`src/rtl/ov7670_pool_pkg.sv`:
```
// Shared definitions for the OV7670 tile pooling block.
// Holds the default frame geometry, the accumulator width derivation and the
// pooling FSM state type. No ports; imported with ov7670_pool_pkg::*.
package ov7670_pool_pkg;

    localparam int unsigned IMG_W_DEFAULT     = 640;
    localparam int unsigned IMG_H_DEFAULT     = 480;
    localparam int unsigned TILE_LOG2_DEFAULT = 4;

    // A tile holds 2^(2*tile_log2) bytes, so this width can never overflow.
    function automatic int unsigned acc_width(input int unsigned tile_log2);
        return 8 + 2 * tile_log2;
    endfunction

    localparam int unsigned ACC_W_DEFAULT = acc_width(TILE_LOG2_DEFAULT);

    typedef enum logic [1:0] {
        IDLE,
        SYNC,
        ACTIVE,
        DONE
    } pool_state_t;

endpackage

```
`src/rtl/ov7670_tile_pool.sv`:
```
// Average-pools a raster-order pixel byte stream into one byte per
// 2^TILE_LOG2 x 2^TILE_LOG2 tile and writes the pooled image out.
// Ports:
//   pclk, rst_n       pixel clock, asynchronous active-low reset
//   vsync             high = blanking / frame restart
//   pix_valid         one strobe per pixel
//   pix_data          pixel byte
//   out_we            one-cycle write strobe per pooled pixel
//   out_addr          pooled pixel address, ty*OUT_W+tx
//   out_data          tile mean, truncated
//   frame_done        pulse with the final pooled write of a frame
//   frame_err         pulse when vsync aborts a partially received frame
module ov7670_tile_pool
    import ov7670_pool_pkg::*;
#(
    parameter int unsigned IMG_W     = IMG_W_DEFAULT,
    parameter int unsigned IMG_H     = IMG_H_DEFAULT,
    parameter int unsigned TILE_LOG2 = TILE_LOG2_DEFAULT,
    parameter int unsigned OADDR_W   = 11
) (
    input  logic               pclk,
    input  logic               rst_n,
    input  logic               vsync,
    input  logic               pix_valid,
    input  logic [7:0]         pix_data,
    output logic               out_we,
    output logic [OADDR_W-1:0] out_addr,
    output logic [7:0]         out_data,
    output logic               frame_done,
    output logic               frame_err
);

    localparam int unsigned OUT_W = IMG_W >> TILE_LOG2;
    localparam int unsigned ACC_W = acc_width(TILE_LOG2);
    localparam int unsigned PX_W  = $clog2(IMG_W);
    localparam int unsigned PY_W  = $clog2(IMG_H);

    pool_state_t state_q, state_d;

    logic [PX_W-1:0]    px_q;
    logic [PY_W-1:0]    py_q;
    logic [OADDR_W-1:0] oidx_q;
    logic               seen_q;  // at least one pixel accepted this frame
    logic [ACC_W-1:0]   acc_q [OUT_W];

    logic                  accept;
    logic                  last_col;
    logic                  last_pix;
    logic                  tile_end;
    logic                  abort;
    logic [PX_W-TILE_LOG2-1:0] tx;
    logic [TILE_LOG2-1:0]  cx;
    logic [TILE_LOG2-1:0]  cy;
    logic [ACC_W-1:0]      acc_sum;

    assign tx       = px_q[PX_W-1:TILE_LOG2];
    assign cx       = px_q[TILE_LOG2-1:0];
    assign cy       = py_q[TILE_LOG2-1:0];
    assign accept   = (state_q == ACTIVE) && pix_valid && !vsync;
    assign last_col = (px_q == PX_W'(IMG_W - 1));
    assign last_pix = last_col && (py_q == PY_W'(IMG_H - 1));
    assign tile_end = accept && (&cx) && (&cy);
    assign abort    = (state_q == ACTIVE) && vsync && seen_q;
    // First pixel of a tile reloads the column accumulator instead of adding.
    assign acc_sum  = ((cx == '0) && (cy == '0)) ? ACC_W'(pix_data)
                                                 : acc_q[tx] + ACC_W'(pix_data);

    always_comb begin
        state_d = state_q;
        unique case (state_q)
            IDLE:    if (vsync) state_d = SYNC;
            SYNC:    if (!vsync) state_d = ACTIVE;
            ACTIVE: begin
                if (vsync) begin
                    state_d = SYNC;
                end else if (accept && last_pix) begin
                    state_d = DONE;
                end
            end
            DONE:    if (vsync) state_d = SYNC;
            default: state_d = IDLE;
        endcase
    end

    always_ff @(posedge pclk or negedge rst_n) begin
        if (!rst_n) begin
            state_q <= IDLE;
        end else begin
            state_q <= state_d;
        end
    end

    always_ff @(posedge pclk or negedge rst_n) begin
        if (!rst_n) begin
            px_q   <= '0;
            py_q   <= '0;
            oidx_q <= '0;
            seen_q <= 1'b0;
        end else if (state_q == SYNC) begin
            px_q   <= '0;
            py_q   <= '0;
            oidx_q <= '0;
            seen_q <= 1'b0;
        end else if (accept) begin
            seen_q <= 1'b1;
            if (last_col) begin
                px_q <= '0;
                py_q <= py_q + PY_W'(1);
            end else begin
                px_q <= px_q + PX_W'(1);
            end
            // Tiles finish in raster order, so a running index is the address.
            if (tile_end) begin
                oidx_q <= oidx_q + OADDR_W'(1);
            end
        end
    end

    always_ff @(posedge pclk or negedge rst_n) begin
        if (!rst_n) begin
            for (int i = 0; i < int'(OUT_W); i++) begin
                acc_q[i] <= '0;
            end
        end else if (accept) begin
            acc_q[tx] <= acc_sum;
        end
    end

    always_ff @(posedge pclk or negedge rst_n) begin
        if (!rst_n) begin
            out_we     <= 1'b0;
            out_addr   <= '0;
            out_data   <= '0;
            frame_done <= 1'b0;
            frame_err  <= 1'b0;
        end else begin
            out_we     <= tile_end;
            frame_done <= tile_end && last_pix;
            frame_err  <= abort;
            if (tile_end) begin
                out_addr <= oidx_q;
                out_data <= acc_sum[ACC_W-1:2*TILE_LOG2];
            end
        end
    end

endmodule

```
`config.mk`:
```
export PLATFORM = sky130hd
export DESIGN_NAME = ov7670_tile_pool
export DESIGN_NICKNAME = d
export VERILOG_FILES = /design/src/rtl/ov7670_pool_pkg.sv /design/src/rtl/ov7670_tile_pool.sv
export SDC_FILE = /design/constraint.sdc
export NUM_CORES = 1
export LEC_CHECK = 0
export BUFFER_PORTS_ARGS = -buffer_cell sky130_fd_sc_hd__buf_2
export CAP_MARGIN = 30
export CORE_MARGIN = 2
export CORE_UTILIZATION = 64
export CTS_CLUSTER_DIAMETER = 50
export DETAILED_ROUTE_END_ITERATION = 6
export PLACE_DENSITY = 0.9
export RECOVER_POWER = 25
export SKIP_CTS_REPAIR_TIMING = 1
export SLEW_MARGIN = 10
export SYNTH_ARGS = -nofsm -noshare
export SYNTH_HDL_FRONTEND = slang
export SYNTH_SLANG_ARGS = --single-unit
```
`constraint.sdc`:
```
create_clock -name pclk -period 7.1 [get_ports pclk]
set_input_delay 1.42 -clock pclk [delete_from_list [all_inputs] [get_ports pclk]]
set_output_delay 1.42 -clock pclk [all_outputs]
set_load 0.01 [all_outputs]
```
Yosys cells after proc, flatten, opt, wreduce, memory -nomap -nowiden
Index checks and enable logic that the tools add are counted.
{"block": "word_totals", "in_bits": 12, "ff_bits": 695}
{"block": "op_classes", "n_addsub": 4, "mux": 23, "n_lt_le_gt_ge": 2, "eq_ne": 8, "bitwise": 1, "reduce_logical": 24}
{"op": "bitwise mux 640 bit", "count": 1}
{"op": "binary-select mux 16 bit (select 6 bit)", "count": 1}
{"op": "demux 16 bit (select 6 bit)", "count": 1}
{"op": "2-to-1 mux 16 bit", "count": 4}
{"op": "2-to-1 mux 11 bit", "count": 3}
{"op": "2-to-1 mux 10 bit", "count": 3}
{"op": "2-to-1 mux 9 bit", "count": 3}
{"op": "adder 16 x 8 -> 16 bit", "count": 1}
{"op": "adder 11 x 1 -> 11 bit, second input constant", "count": 1}
{"op": "logical AND 1 bit", "count": 11}
{"op": "adder 10 x 1 -> 10 bit, second input constant", "count": 1}
{"op": "== test 10 bit, second input constant", "count": 1}
{"op": "adder 9 x 1 -> 9 bit, second input constant", "count": 1}
{"op": "== test 9 bit, second input constant", "count": 1}
{"op": "zero test 4 bit", "count": 2}
{"op": "2-to-1 mux 2 bit", "count": 4}
{"op": "AND reduction 4 bit", "count": 2}
{"op": "greater-or-equal comparator 7 bit, second input constant", "count": 1}
{"op": "less-than comparator 7 x 1 -> 1 bit, second input constant", "count": 1}
{"op": "NOT 6 -> 7 bit", "count": 1}
{"op": "one-hot mux 2 bit (3 select lines)", "count": 1}
{"op": "nonzero test 2 bit", "count": 3}
{"op": "== test 2 bit, second input constant", "count": 2}
{"op": "AND reduction 2 bit", "count": 2}
{"op": "other kinds (9)", "count": 10}

Depth between registers and ports, before layout
Gate-level depths: netlist of the first run.
{"block": "logic_depth", "depth_word": 8, "mapped_depth": 26}

Least setup slack after synthesis of the first run
No wires, ideal clock.
{"block": "synth_path", "path_kind": "register -> register", "start": "reg px_q[5]", "end": "reg acc_q[622] (netlist bit)", "period_less_slack_ps": 4652, "slack_ps": 2448, "arrival_ps": 4513, "required_ps": 6960, "stages_incl_launch_ff": 25, "path_buffers": 7, "path_cell_list": "dfrtp_1 > buf_4 > buf_6 > buf_6 > nor3b_4 > clkbuf_1 > clkbuf_1 > buf_1 > a22oi_1 > a31oi_1 > a21oi_1 > o22ai_1 > ha_1 > inv_1 > fa_1 > nor2b_1 > o21ai_0 > a21boi_0 > o21ai_0 > a21oi_1 > o21ai_1 > nand4b_1 > xor2_1 > buf_2 > o31ai_1"}
{"block": "synth_between", "elab_chain_len": 7, "elab_cells_between_ends": 12}
{"item": "from (decl)", "line": "ov7670_tile_pool.sv:40", "text": "logic [PX_W-1:0] px_q;"}
{"item": "from (signal assigned)", "line": "ov7670_tile_pool.sv:110", "text": "px_q <= px_q + PX_W'(1);"}
{"item": "NOT 6 -> 7 bit (not written as such) (*)", "line": "ov7670_tile_pool.sv:66, ov7670_tile_pool.sv:125"}
{"item": "binary-select mux 16 bit (select 6 bit)", "line": "ov7670_tile_pool.sv:66", "text": ": acc_q[tx] + ACC_W'(pix_data);"}
{"item": "2-to-1 mux 16 bit (not written as such) (2 in a row)", "line": "ov7670_tile_pool.sv:66"}
{"item": "adder 16 x 8 -> 16 bit", "line": "ov7670_tile_pool.sv:66"}
{"item": "2-to-1 mux 16 bit", "line": "ov7670_tile_pool.sv:65", "text": "assign acc_sum = ((cx == '0) && (cy == '0)) ? ACC_W'(pix_data)"}
{"item": "bitwise mux 640 bit (*)", "line": "ov7670_tile_pool.sv:125", "text": "acc_q[tx] <= acc_sum;"}
{"item": "to (signal, indexed assignment)", "line": "ov7670_tile_pool.sv:125"}
{"item": "to (decl)", "line": "ov7670_tile_pool.sv:44", "text": "logic [ACC_W-1:0] acc_q [OUT_W];"}
Mark *: on every way between the ends. The rest lies on a longest branch, timed or not. The select of a mux whose other input is x is not followed.
A chain may end at the register's enable or synchronous reset.

Worst setup path after layout of the first run
{"block": "layout_path", "start": "reg px_q[4]", "end": "reg acc_q[538] (netlist bit)"}
The elaborated chain is that of the path after synthesis.

==> run metrics, run 1 <==
Critical Setup Path Class flip-flop to flip-flop; final instance area 0.0349 sq mm; GPL Wtd Cong 0.978; vias per inst 7.09; RSZ-0062 raised after global routing false; RR Startpoint px_q[4]; drc violations 20; CTS Buffer Depth 3; Mapped Area 0.0317 sq mm; Slew @ Worst Pin 4900 ps; CP Launch Type flip-flop; final WL 99.8 mm; TritonCTS Buffers 71; Max H-tree Level 3; num rows 81; post-layout total power 8.77 mW; first-pass GRT wire length 154 mm; sequential fraction of the synthesis area 54.8%; CORE AREA 0.0490 sq mm; crit path max-delay cell type dfrtp_1; yosys warns 0; Die X 227 um; area grow syn2layout 9.95%; hold path depth 2; status complete, but fails checks; CTS Root Cell clkbuf_16; Final setup viols 0; total gr overflow 0; DP Worst Slack 1220 ps; leakage power 14.9 nW; switching power 2.48 mW; Final Max Slew Viols 79; final hold vios 0; Top FF cell, synth dfrtp_1; Hold Crit Class flip-flop to flip-flop; CTS Sinks 695; Tmin final 6430 ps; f_max 156 MHz; Post-synth EDFFs 0; antenna violations before repair 1; final period utilization 90.6%; Final ANT Viol Nets 0; worst r2r path cells 18; CP most frequent cell o21ai_0; CP max FO 27; VDD IR max 0.229 mV; Clock Skew 31.5 ps; Clk pwr share 41.7%; MaxCap Viol Count 1; full die area 0.0514 sq mm; fin nets 3124; CTS tree built; antenna cell count 0; Crit path required time 7640 ps; r2r setup slk 670 ps; chip height 227 um; dpl cell area 0.0326 sq mm; vias in the first global route 27275; switching fraction of total power 28.2%; Setup crit end kind flip-flop; Port Buffers 33; pin count of the biggest net entering global routing 178; crit path cell chain and3b_2, a221oi_1, a311oi_1, a21oi_1, o22ai_1, ha_1, inv_1, fa_1, nor2b_1, o21ai_0, a21boi_0, o21ai_0, a21oi_1, o21ai_1, xor2_1, nand2_1, buf_4, o21ai_0; failing checks design-rule violations, max-capacitance violations, max-slew violations; Starting Density 64.8%; vias post-DR 27041; share of cells above drive strength 1 12.5%; power per standard cell area 252 mW/mm^2; combinational fraction of design power 12.5%; Cell variety after synth 81; Worst Hold Endpoint out_addr[2]; Synth Instances 3184; boundary pin count 34; clock latency on the worst-skew pair 650 ps; Seq cells post-synth 695; FFs w/ async S/R, synth 100%; P_int 6.30 mW; gr usage total 39.8%; initial DRC count 4251; Hold WS 470 ps; post-DP HPWL 60.6 mm; setup ws final 669 ps; WL/cell 26.2 um; RR Endpoint acc_q[538]; Worst Hold Launch out_addr[2]; Flop pwr share 45.8%; syn avg cell area 9.96 sq um; CP arrival 6970 ps; worst stage delay on the critical path 1080 ps; clk slew on worst S/H paths 70 ps; post-route setup TNS 0 ps; Post-Syn Nets 3213; DRT Pass-1 Iters 7; worst rel slew slack -227%
==> how the worst max path moves through the flow <==
stage                  from    endpoint  slack (ps)
CTS                 px_q[5]  acc_q[255]        1190
detailed placement  px_q[5]  acc_q[511]        1220
global placement    px_q[5]  acc_q[463]        1310
global route        px_q[4]  acc_q[538]         550
floorplan           px_q[5]  acc_q[622]        2450
finish              px_q[4]  acc_q[538]         670
==> cells in the mapped netlist (6+ instances only) <==
master,n,area [sq um]
nand2_1,781,2930
dfrtp_1,695,17400
o21ai_0,480,2400
clkbuf_1,234,878
a22oi_1,127,953
o31ai_1,118,886
a221oi_1,66,578
nor2_1,58,218
a21oi_1,48,240
o31ai_2,41,513
mux2i_1,38,380
a22o_1,32,280
mux2_2,32,360
o31ai_4,31,659
buf_2,30,150
nand3_1,30,150
nand4_1,24,150
buf_1,23,86.3
a31oi_1,18,113
xor2_1,18,158
ha_1,16,200
buf_6,14,158
inv_1,14,52.6
o21ai_1,13,65.1
a221o_1,12,120
nor2b_1,12,75.1
nor3_1,11,55.1
o22ai_1,11,68.8
xnor2_1,11,96.3
and3_1,10,62.6
mux2_1,10,113
a32oi_1,8,70.1
o211ai_1,7,52.6
or3_1,7,43.8
a222oi_1,6,60.1
buf_4,6,45.0
mux4_2,6,135
nand2b_1,6,37.5
o22a_1,6,52.6
==> cell families (layout without fill, tap and decap cells) <==
family	count (synthesis)	in the layout	synth area share, %
buffers and inverters	328	292	4.51
and+or+nand+nor	975	975	12.7
DFF	695	695	54.8
adders and majority gates	17	17	0.694
muxes	87	87	3.16
AOI/OAI and AO/OA	1051	1051	23.2
xor gates and xnor gates	31	31	0.939
==> cells in the final DEF (no fill, tap or decap), drive strengths merged, types with 19 or more instances in the layout <==
cell and count:
a21oi 48, a221oi 66, a22o 32, a22oi 127, buf 146, clkbuf 114
dfrtp 695, inv 19, mux2 43, mux2i 38, nand2 781, nand3 30
nand4 24, nor2 60, o21ai 493, o31ai 190
==> through the flow <==
| step | instances | util [%] |
|---|---|---|
| after floorplan | 3184 | - |
| after global placement | 3672 | 66.1 |
| after detailed placement | 3681 | 66.5 |
| after CTS | 3807 | 71.1 |
| after global routing | 3812 | 71.2 |
| final | 3812 | 71.2 |
==> power groups by stage <==
stage | clock network [mW] | logic [mW] | registers (mW)
6_report | 3.66 | 1.10 | 4.02
3_3_place_gp | 0 | 0.956 | 4.09
3_5_place_dp | 0 | 1.00 | 4.09
4_1_cts | 3.65 | 1.01 | 4.02
5_1_grt | 3.82 | 1.16 | 4.02
2_1_floorplan | 0 | 0.627 | 4.08
==> critical path, delay by kind of cell (launching register included) <==
| family | cells | cell delay (ps) |
|---|---|---|
| AO/OA/AOI/OAI | 10 | 2240 |
| AND/OR/NAND/NOR | 3 | 1720 |
| flip-flops | 1 | 1080 |
| adder cells (fa/ha/maj) | 2 | 590 |
| buffers and inverters | 2 | 490 |
| XOR/XNOR | 1 | 170 |
==> sequential cells by signal (all words and copies together), names as in the netlist <==
name / flops
frame_done: 1
out_we: 1
acc_q: 640
frame_err: 1
state_q: 2
seen_q: 1
oidx_q: 11
px_q: 10
out_addr: 11
out_data: 8
py_q: 9
==> final cells by class <==
type,instances,area [sq um]
Clock buffer,112,2120
Inverter,18,67.6
Fill cell,3184,14100
Tap cell,664,831
Sequential cell,695,17400
Clock inverter,14,104
Timing Repair Buffer,148,1310
Multi-Input combinational cell,2161,13000
==> metal layers <==
layer	part of all wire, %	up-vias	wire [um]	global-route usage [%]
li1	-	11134	-	-
met1	34	13004	33800	49.7
met2	44	2262	44000	59.0
met3	14	639	14000	12.6
met4	7.9	2	7890	28.9
met5	0.013	-	13	0
(Power assumes the default switching activity.)
==> run 2: changes to the inputs <==
Settings changed: MAX_ROUTING_LAYER set to met4.
==> run metrics, run 2 (synthesis gave the netlist of run 1 again) <==
antenna violations before repair 2 (was 1); VDD IR max 0.226 mV (was 0.229 mV); Biggest register acc_q (unchanged); most frequent cells in the layout nand2_1, dfrtp_1, o21ai_0 (unchanged); Max H-tree Level 3 (unchanged); CTS tree built (unchanged); Final ANT Viol Nets 0 (unchanged); CTS Root Cell clkbuf_16 (unchanged); failing checks max-capacitance violations, max-slew violations (was design-rule violations, max-capacitance violations, max-slew violations); final WL 97.8 mm (was 99.8 mm); RR Startpoint px_q[5] (was px_q[4]); drc violations 0 (was 20); RSZ-0062 raised after global routing false (unchanged); CP max FO 46 (was 27); GPL Wtd Cong 0.986 (was 0.978); area grow syn2layout 9.59% (was 9.95%); boundary pin count 34 (unchanged); post-DP HPWL 58.9 mm (was 60.6 mm); Worst Hold Launch out_addr[8] (was out_addr[2]); share of cells above drive strength 1 12.2% (was 12.5%); Hold WS 471 ps (was 470 ps); full die area 0.0514 sq mm (unchanged); Placed Cells 3667 (was 3681); clock latency on the worst-skew pair 630 ps (was 650 ps); Final setup viols 0 (unchanged); post-route setup TNS 0 ps (unchanged); Setup crit end kind flip-flop (unchanged); Critical Setup Path Class flip-flop to flip-flop (unchanged); Clock Skew 22.0 ps (was 31.5 ps); max reg flops 640 (unchanged); f_max 161 MHz (was 156 MHz); Tmin final 6190 ps (was 6430 ps); Largest regs acc_q: 640 flops, oidx_q: 11 flops, out_addr: 11 flops (unchanged); Setup crit start px_q[5] (was px_q[4]); fillcell total 3294 (was 3184); CORE AREA 0.0490 sq mm (unchanged); Hold Crit Class flip-flop to flip-flop (unchanged); vias per inst 7.04 (was 7.09); Final Max Slew Viols 261 (was 79); CP Launch Type flip-flop (unchanged); Die X 227 um (unchanged); DRT Pass-1 Iters 7 (unchanged); CP arrival 6720 ps (was 6970 ps); final hold vios 0 (unchanged); WL/cell 25.8 um (was 26.2 um); CTS Buffer Depth 3 (unchanged); status complete, but fails checks (unchanged); power per standard cell area 253 mW/mm^2 (was 252 mW/mm^2); initial DRC count 3998 (was 4251); first-pass GRT wire length 153 mm (was 154 mm); Slew @ Worst Pin 3120 ps (was 4900 ps); pin count of the biggest net entering global routing 188 (was 178); vias post-DR 26701 (was 27041); num rows 81 (unchanged); fin nets 3108 (was 3124); Port Buffers 33 (unchanged); Crit path required time 7620 ps (was 7640 ps); worst rel slew slack -108% (was -227%); gr usage total 40.5% (was 39.8%); Starting Density 64.8% (unchanged); TritonCTS Buffers 71 (unchanged); CTS Sinks 695 (unchanged); clk slew on worst S/H paths 60 ps (was 70 ps); chip height 227 um (unchanged); post-route insts no fill 3791 (was 3812); MaxCap Viol Count 2 (was 1); leakage power 14.9 nW (about the same); final period utilization 87.2% (was 90.6%); vias in the first global route 26970 (was 27275); total gr overflow 0 (unchanged); Final Core Density 71.0% (was 71.2%); most common cell after layout, fill and taps aside nand2_1 (unchanged)
==> run 2: path summary, 6_finish.rpt <==
path,to,slack [ps],depth (start not counted)
min,out_addr[8],470,2
max in group asynchronous,px_q[5],1710,2
min in group asynchronous,frame_done,1800,1
min reg2reg,out_addr[8],470,2
max,acc_q[477],910,16
max reg2reg,acc_q[477],910,16
==> run 2: stage by stage <==
stage | area, sq um | setup slack, ps | power, mW
5_1_grt | 34800 | 720 | 9.02
6_report | 34800 | 906 | 8.81
3_3_place_gp | 32300 | 1400 | 5.05
4_1_cts | 34700 | 1330 | 8.73
2_1_floorplan | 31700 | 2450 | 4.71
3_5_place_dp | 32400 | 1480 | 5.08
==> run 2: routing by layer <==
metal  global-route usage (%)  vias to the layer above  wire length, um
met3                     11.8                      580            13000
met2                     58.2                     2058            43200
met1                     50.2                    12964            34400
met5                        -                        -                0
li1                         -                    11099                -
met4                     26.9                        0             7190
==> run 2: critical path: stages, from the launching register on <==
cell and delay, ps:
dfrtp_4 690, buf_4 450, nand2_1 720, nor2_1 140, a221oi_1 270, a31oi_1 260, a211oi_1 570, o21ai_0 200
ha_1 400, or2_2 140, a21oi_1 80, a21oi_1 380, and4_1 300, xor2_1 320, nand2_1 530, buf_16 370
o21ai_0 220
==> run 2: power by group <==
part / leakage (nW) / internal [mW] / switching, mW / total, mW
sequential: 9.69 / 3.99 / 0.0230 / 4.02
combinational: 4.05 / 0.222 / 0.838 / 1.06
clock: 1.12 / 2.17 / 1.56 / 3.73
==> run 2: cell type report <==
class | instances | area, sq um | share of cell area, %
Clock inverter | 17 | 201 | 0.580
Multi-Input combinational cell | 2161 | 13000 | 37.5
Tap cell | 664 | 831 | 2.39
Timing Repair Buffer | 132 | 1140 | 3.29
Inverter | 18 | 67.6 | 0.194
Sequential cell | 695 | 17400 | 50.1
Antenna cell | 3 | 7.51 | 0.0216
Clock buffer | 101 | 2070 | 5.96
